[config.mk]
export PLATFORM = sky130hd
export DESIGN_NAME = uart_rx_word_assembler
export DESIGN_NICKNAME = d
export VERILOG_FILES = /design/src/rtl/uart_rx_word_assembler.sv
export SDC_FILE = /design/constraint.sdc
export NUM_CORES = 1
export LEC_CHECK = 0
export BUFFER_PORTS_ARGS = -buffer_cell sky130_fd_sc_hd__buf_2
export CORE_MARGIN = 5
export CORE_UTILIZATION = 50
export DETAILED_ROUTE_END_ITERATION = 10
export HOLD_SLACK_MARGIN = 0.02
export PLACE_DENSITY = 0.72
export SYNTH_ARGS = -nofsm -noshare
export SYNTH_HDL_FRONTEND = slang
export SYNTH_SLANG_ARGS = --single-unit
[constraint.sdc]
create_clock -name clk -period 2.5 [get_ports clk]
set_input_delay 0.5 -clock clk [delete_from_list [all_inputs] [get_ports clk]]
set_output_delay 0.5 -clock clk [all_outputs]
set_load 0.02 [all_outputs]
[src/rtl/uart_rx_word_assembler.sv]
// Pairs received UART bytes into 16-bit display words.
// Drops half words on a receive error or an inter-byte timeout.
module uart_rx_word_assembler #(
  parameter int TIMEOUT_CYCLES = 100000
) (
  input  logic        clk,
  input  logic        reset,
  input  logic [7:0]  Rx_DATA,
  input  logic        Rx_VALID,
  input  logic        Rx_FERROR,
  input  logic        Rx_PERROR,
  output logic [15:0] msg_data,
  output logic        msg_valid,
  output logic        msg_update,
  output logic        msg_error,
  output logic [7:0]  err_count
);

  localparam int TW = $clog2(TIMEOUT_CYCLES);
  localparam logic [TW-1:0] TLAST = TW'(TIMEOUT_CYCLES - 1);

  typedef enum logic {
    WAIT_HI = 1'b0,
    WAIT_LO = 1'b1
  } state_t;

  state_t        state;
  state_t        next_state;
  logic          valid_d;
  logic          err_d;
  logic          byte_evt;
  logic          err_evt;
  logic [7:0]    hi_reg;
  logic [TW-1:0] timer;
  logic          load_hi;
  logic          commit;
  logic          drop;

  assign byte_evt = Rx_VALID & ~valid_d;
  assign err_evt  = (Rx_FERROR | Rx_PERROR) & ~err_d;

  always_ff @(posedge clk or posedge reset) begin
    if (reset) begin
      state   <= WAIT_HI;
      valid_d <= 1'b0;
      err_d   <= 1'b0;
    end else begin
      state   <= next_state;
      valid_d <= Rx_VALID;
      err_d   <= Rx_FERROR | Rx_PERROR;
    end
  end

  // Errors beat bytes; a byte beats the timeout.
  always_comb begin
    next_state = state;
    case (state)
      WAIT_HI: begin
        if (!err_evt && byte_evt)
          next_state = WAIT_LO;
      end
      WAIT_LO: begin
        if (err_evt || byte_evt || timer == TLAST)
          next_state = WAIT_HI;
      end
      default: next_state = WAIT_HI;
    endcase
  end

  always_comb begin
    load_hi = 1'b0;
    commit  = 1'b0;
    drop    = 1'b0;
    case (state)
      WAIT_HI: begin
        drop    = err_evt;
        load_hi = ~err_evt & byte_evt;
      end
      WAIT_LO: begin
        drop   = err_evt | (~byte_evt & (timer == TLAST));
        commit = ~err_evt & byte_evt;
      end
      default: ;
    endcase
  end

  always_ff @(posedge clk or posedge reset) begin
    if (reset) begin
      timer  <= '0;
      hi_reg <= 8'h00;
    end else begin
      if (state == WAIT_LO && next_state == WAIT_LO)
        timer <= timer + 1'b1;
      else
        timer <= '0;
      if (load_hi)
        hi_reg <= Rx_DATA;
    end
  end

  always_ff @(posedge clk or posedge reset) begin
    if (reset) begin
      msg_data   <= 16'h0000;
      msg_valid  <= 1'b0;
      msg_update <= 1'b0;
      msg_error  <= 1'b0;
      err_count  <= 8'h00;
    end else begin
      msg_update <= commit;
      if (commit) begin
        msg_data  <= {hi_reg, Rx_DATA};
        msg_valid <= 1'b1;
        msg_error <= 1'b0;
      end
      if (drop) begin
        msg_error <= 1'b1;
        if (err_count != 8'hFF)
          err_count <= err_count + 8'h01;
      end
    end
  end

endmodule

; Yosys cells after proc, flatten, opt, wreduce, memory -nomap -nowiden
; Cells that the tools add are included.
[word_totals]
output_inout_bits = 27
register_bits = 55
inputBits = 13
elab_cells = 41
[classes]
reduce_logical = 7
add_sub_neg = 2
n_mux = 9
bitwise_logic = 11
n_eq_ne = 2
[ops]
columns = cell, count
row1 = 17-bit by 1-bit adder with 17-bit output (second input constant), 1
row2 = 17-bit equality test (second input constant), 1
row3 = 17-bit two-way mux, 1
row4 = 8-bit by 1-bit adder with 8-bit output (second input constant), 1
row5 = 8-bit inequality test (second input constant), 1
row6 = 1-bit two-way mux, 6
row7 = 1-bit NOT, 5
row8 = 1-bit AND, 4
row9 = 1-bit case mux with 2 select lines, 2
row10 = 1-bit logical AND, 2
row11 = 1-bit logical OR, 2
row12 = 1-bit bitwise OR, 2
row13 = 2-bit AND reduction, 1
row14 = 2-bit nonzero test, 1
row15 = 1-bit logical NOT, 1

; Logic depth before layout (Yosys ltp)
[depth]
word_depth = 8
mapped_depth = 7
ltp_nobuf = 6

; Worst setup path after synthesis
; Ideal clock, no wire load.
[synth_timing]
path_kind = register to register
start = reg timer[0]
end = reg err_count[6]
setup_ps = 128
arrival_time_ps = 1668
t_required_ps = 2372
stages_incl_launch_ff = 7
path_slack_ps = 705
n_path_buf = 0
path_cell_list = dfrtp_1 ha_1 and4_1 nand4_2 o21a_4 nor4_4 mux2_1
[synth_via]
elab_chain_len = 5
[synth_lines]
columns = item, line_no
row1 = start: declaration, 34  ; logic [TW-1:0] timer;
row2 = start signal: assignment, 93  ; timer <= timer + 1'b1;
row3 = 17-bit equality test, 80  ; drop = err_evt | (~byte_evt & (timer == TLAST));
row4 = 1-bit AND, 80
row5 = 1-bit bitwise OR, 80
row6 = 1-bit case mux with 2 select lines, 74  ; case (state)
row7 = 2-bit AND reduction (no source line), n/a
row8 = end signal: assignment, 118  ; err_count <= err_count + 8'h01;
row9 = end: declaration, 16  ; output logic [7:0] err_count
; Every way passes these cells.
; A chain may end at the register's enable or synchronous reset.

; Final worst setup path
; Ends and elaborated chain as after synthesis.

==> summary.md <==
| Metric | Value |
|---|---|
| Outcome | completed |
| Count of different cell masters after synthesis | 34 |
| Worst-margin pin slew | 0.6687 ns |
| Placed cell area | 2655 um^2 |
| Overall Global Routing Usage | 0.1410 |
| First-pass GRT wire length | 6.941 mm |
| Predominant post-synthesis flop cell | dfrtp_1 |
| Setup WS post-layout | 0.5514 ns |
| Clk pin slew, worst setup/hold paths | ~0.10 ns |
| H-tree lvl count | 2 |
| Wire per inst | roughly 14 um |
| Area grow syn2layout | 15.12% |
| Top Family by Delay on Critical Path | simple AND/OR/NAND/NOR gates |
| CTS sink count | 55 |
| Diodes inserted | 0 |
| Mapped Nets | 200 |
| Final period utilization | 0.7794 |
| Fmax | 513.2 MHz |
| Clk buf depth | 2 |
| Hold/Removal Path Class | in2reg |
| Crit path kind | reg2reg |
| Number of buffers created by CTS | 5 |
| Sequential area share after synthesis | 0.5774 |
| Clock skew | 0.006080 ns |
| Clock Tree Root | clkbuf_8 |
| FFs w/ async S/R, synth | 1.000 |
| Max reg flops | 17 |
| Synth Instances | around 190 |
| Antenna violations before repair | 0 |
| CTS tree | built |
| Routability cong. | 0.8402 |
| Syn. warnings | 0 |
| Vias in the first global route | approximately 1500 |
| Setup bufs post-CTS | 0 |
| Worst Path Buf+Inv | 0 |
| Total power | 2473 uW |
| Total global routing overflow | 0 |
| DR DRC count | 0 |
| Routed WL | between 4 and 5 mm |
| Slew headroom | 0.5542 |
| Commonest non-fill, non-tap cell in the layout | dfrtp_1 |
| Yosys reg bits | 55 |
| Final setup violation count | 0 |
| Initial DRC count | between 40 and 50 |
| CP peak stage delay | 0.39 ns |
| Core ar. | 4661 um^2 |
| Mean Syn Cell Area | 12.88 um^2 |
| Syn Std Cell Area | 2384 um^2 |
| Final hold vios | 0 |
| Die H | 79.05 um |
| Max_cap viols | 0 |
| Post-route ant nets | 0 |
| Lkg Pwr | around 0.0013 uW |
| Post-Layout Inst Area | 2744 um^2 |
| Clk Latency, worst-skew pair | 0.30 ns |
| Largest area contributor in the netlist | dfrtp_1 |
| CP Launch Type | flip-flop |
| Number of synthesized flops with an enable pin | 0 |
| Ranking of synthesized cells by area | dfrtp_1 (58%), mux2_2 (12%), xor2_1 (4.8%) |
| DP Worst Slack | roughly 0.57 ns |
| CTS Hold Bufs | 0 |
| Setup tns final | 0 ns |
| Top Registers | timer: 17 flops, msg_data: 16 flops |
| Nets | 246 |
| Die width | 79.05 um |
| Commonest cells after routing, fill and taps aside | dfrtp_1 (55), buf_2 (39), mux2_2 (25), nor2_1 (20), xor2_1 (13) |
| Post-CTS sizing | 0 |
| Io pins | 40 |
| CP Data Required Time | 2.69 ns |
| WP data arrival | between 2 and 2.5 ns |
| Die area | ~6200 um^2 |
| CP Max Fanout | 8 |
| Pwr dens | 901.3 nW/um^2 |
| IO Port Bufs | 39 |
| Layout cells sized above 1 | 0.3707 |
| Max VDD drop | 0.5025 mV |
| Critical path cell sequence | ha_1 -> and4_1 -> nand4_2 -> o21a_4 -> nor4_4 -> mux2_1 |
| Starting Density | 0.5114 |
| Crit-path slowest cell | dfrtp_1 |
| Top reg by flops | timer |
| Drt first pass iters | 4 |
| HPWL Detailed | 2.893 mm |
| Largest net degree at the start of global routing | 56 |
| Minimum clock period | between 1.5 and 2 ns |
| Final Slew Violations | 0 |
| Final core occ | 0.5887 |
| Synth top area share | 0.5774 |
| Row Count | 25 |
| Critical path endpoint category | flip-flop |
| Detailed-route via count | 1508 |
| Vias/cell | approximately 5.3 |
| RSZ-0062 raised after global routing | false |
==> power breakdown <==
part	switching, uW	internal, uW
clock network	279	202
registers	143	1100
logic	434	315
total	856	1620
==> layer usage <==
metal  wire length [um]  up-vias  track usage
met5                  0        -            0
li1                   -      730            -
met4                 55        0      0.05670
met1               1897      742       0.1912
met2               1894       31       0.2205
met3                183        5      0.03061
==> per-stage QoR <==
| stage | std cells | hold slack (ns) |
|---|---|---|
| floorplan | 185 | 0.4547 |
| global placement | 278 | 0.4436 |
| detailed placement | 278 | 0.4489 |
| CTS | 286 | 0.3210 |
| global route | 286 | 0.3177 |
| finish | 286 | 0.3266 |
==> worst paths after layout <==
check                                                end             startpoint  cells after the start  slack (ns)
worst max-delay path            err_count[6]$_DFFE_PP0P_     timer[0]$_DFF_PP0_                      6        0.55
worst min-delay path                   valid_d$_DFF_PP0_               Rx_VALID                      1        0.33
worst max register to register  err_count[6]$_DFFE_PP0P_     timer[0]$_DFF_PP0_                      6        0.55
worst min register to register     msg_valid$_DFFE_PP0P_  msg_valid$_DFFE_PP0P_                      1        0.47
max in group asynchronous            timer[15]$_DFF_PP0_                  reset                      3        1.69
min in group asynchronous             timer[3]$_DFF_PP0_                  reset                      3        0.37
==> worst register-to-register path, delay by kind of cell, from the launching register on <==
kind | cells | cell delay (ns)
and+or+nand+nor | 3 | 0.61
AOI/OAI and AO/OA | 1 | 0.27
muxes | 1 | 0.34
adders and majority gates | 1 | 0.24
DFF | 1 | 0.39
==> synthesized netlist by cell type, types with 2 or more instances <==
cell	number
nand3_1	10
ha_1	2
nand2_1	9
inv_1	7
mux2_2	25
nor4_2	2
and4_1	2
nand4_1	4
xor2_1	13
nor2b_1	2
nor2_1	20
and3_1	3
buf_2	2
nand2b_1	4
xnor2_1	7
dfrtp_1	55
==> cells by family after synthesis <==
family,share of synthesized area
xor+xnor,0.07349
compound gates,0.01732
buf+inv,0.01680
fa+ha+maj,0.01050
mux,0.1291
flops,0.5774
simple gates,0.1753
==> area by class of cell <==
type                            count  area, um^2
Timing Repair Buffer               42       217.7
Clock inverter                      2       16.27
Sequential cell                    55        1376
Fill cell                         382        1917
Tap cell                           54       67.56
Clock buffer                        6       72.57
Inverter                            7       26.28
Multi-Input combinational cell    120       967.2
Note: power is estimated with default switching activity, not from simulation.
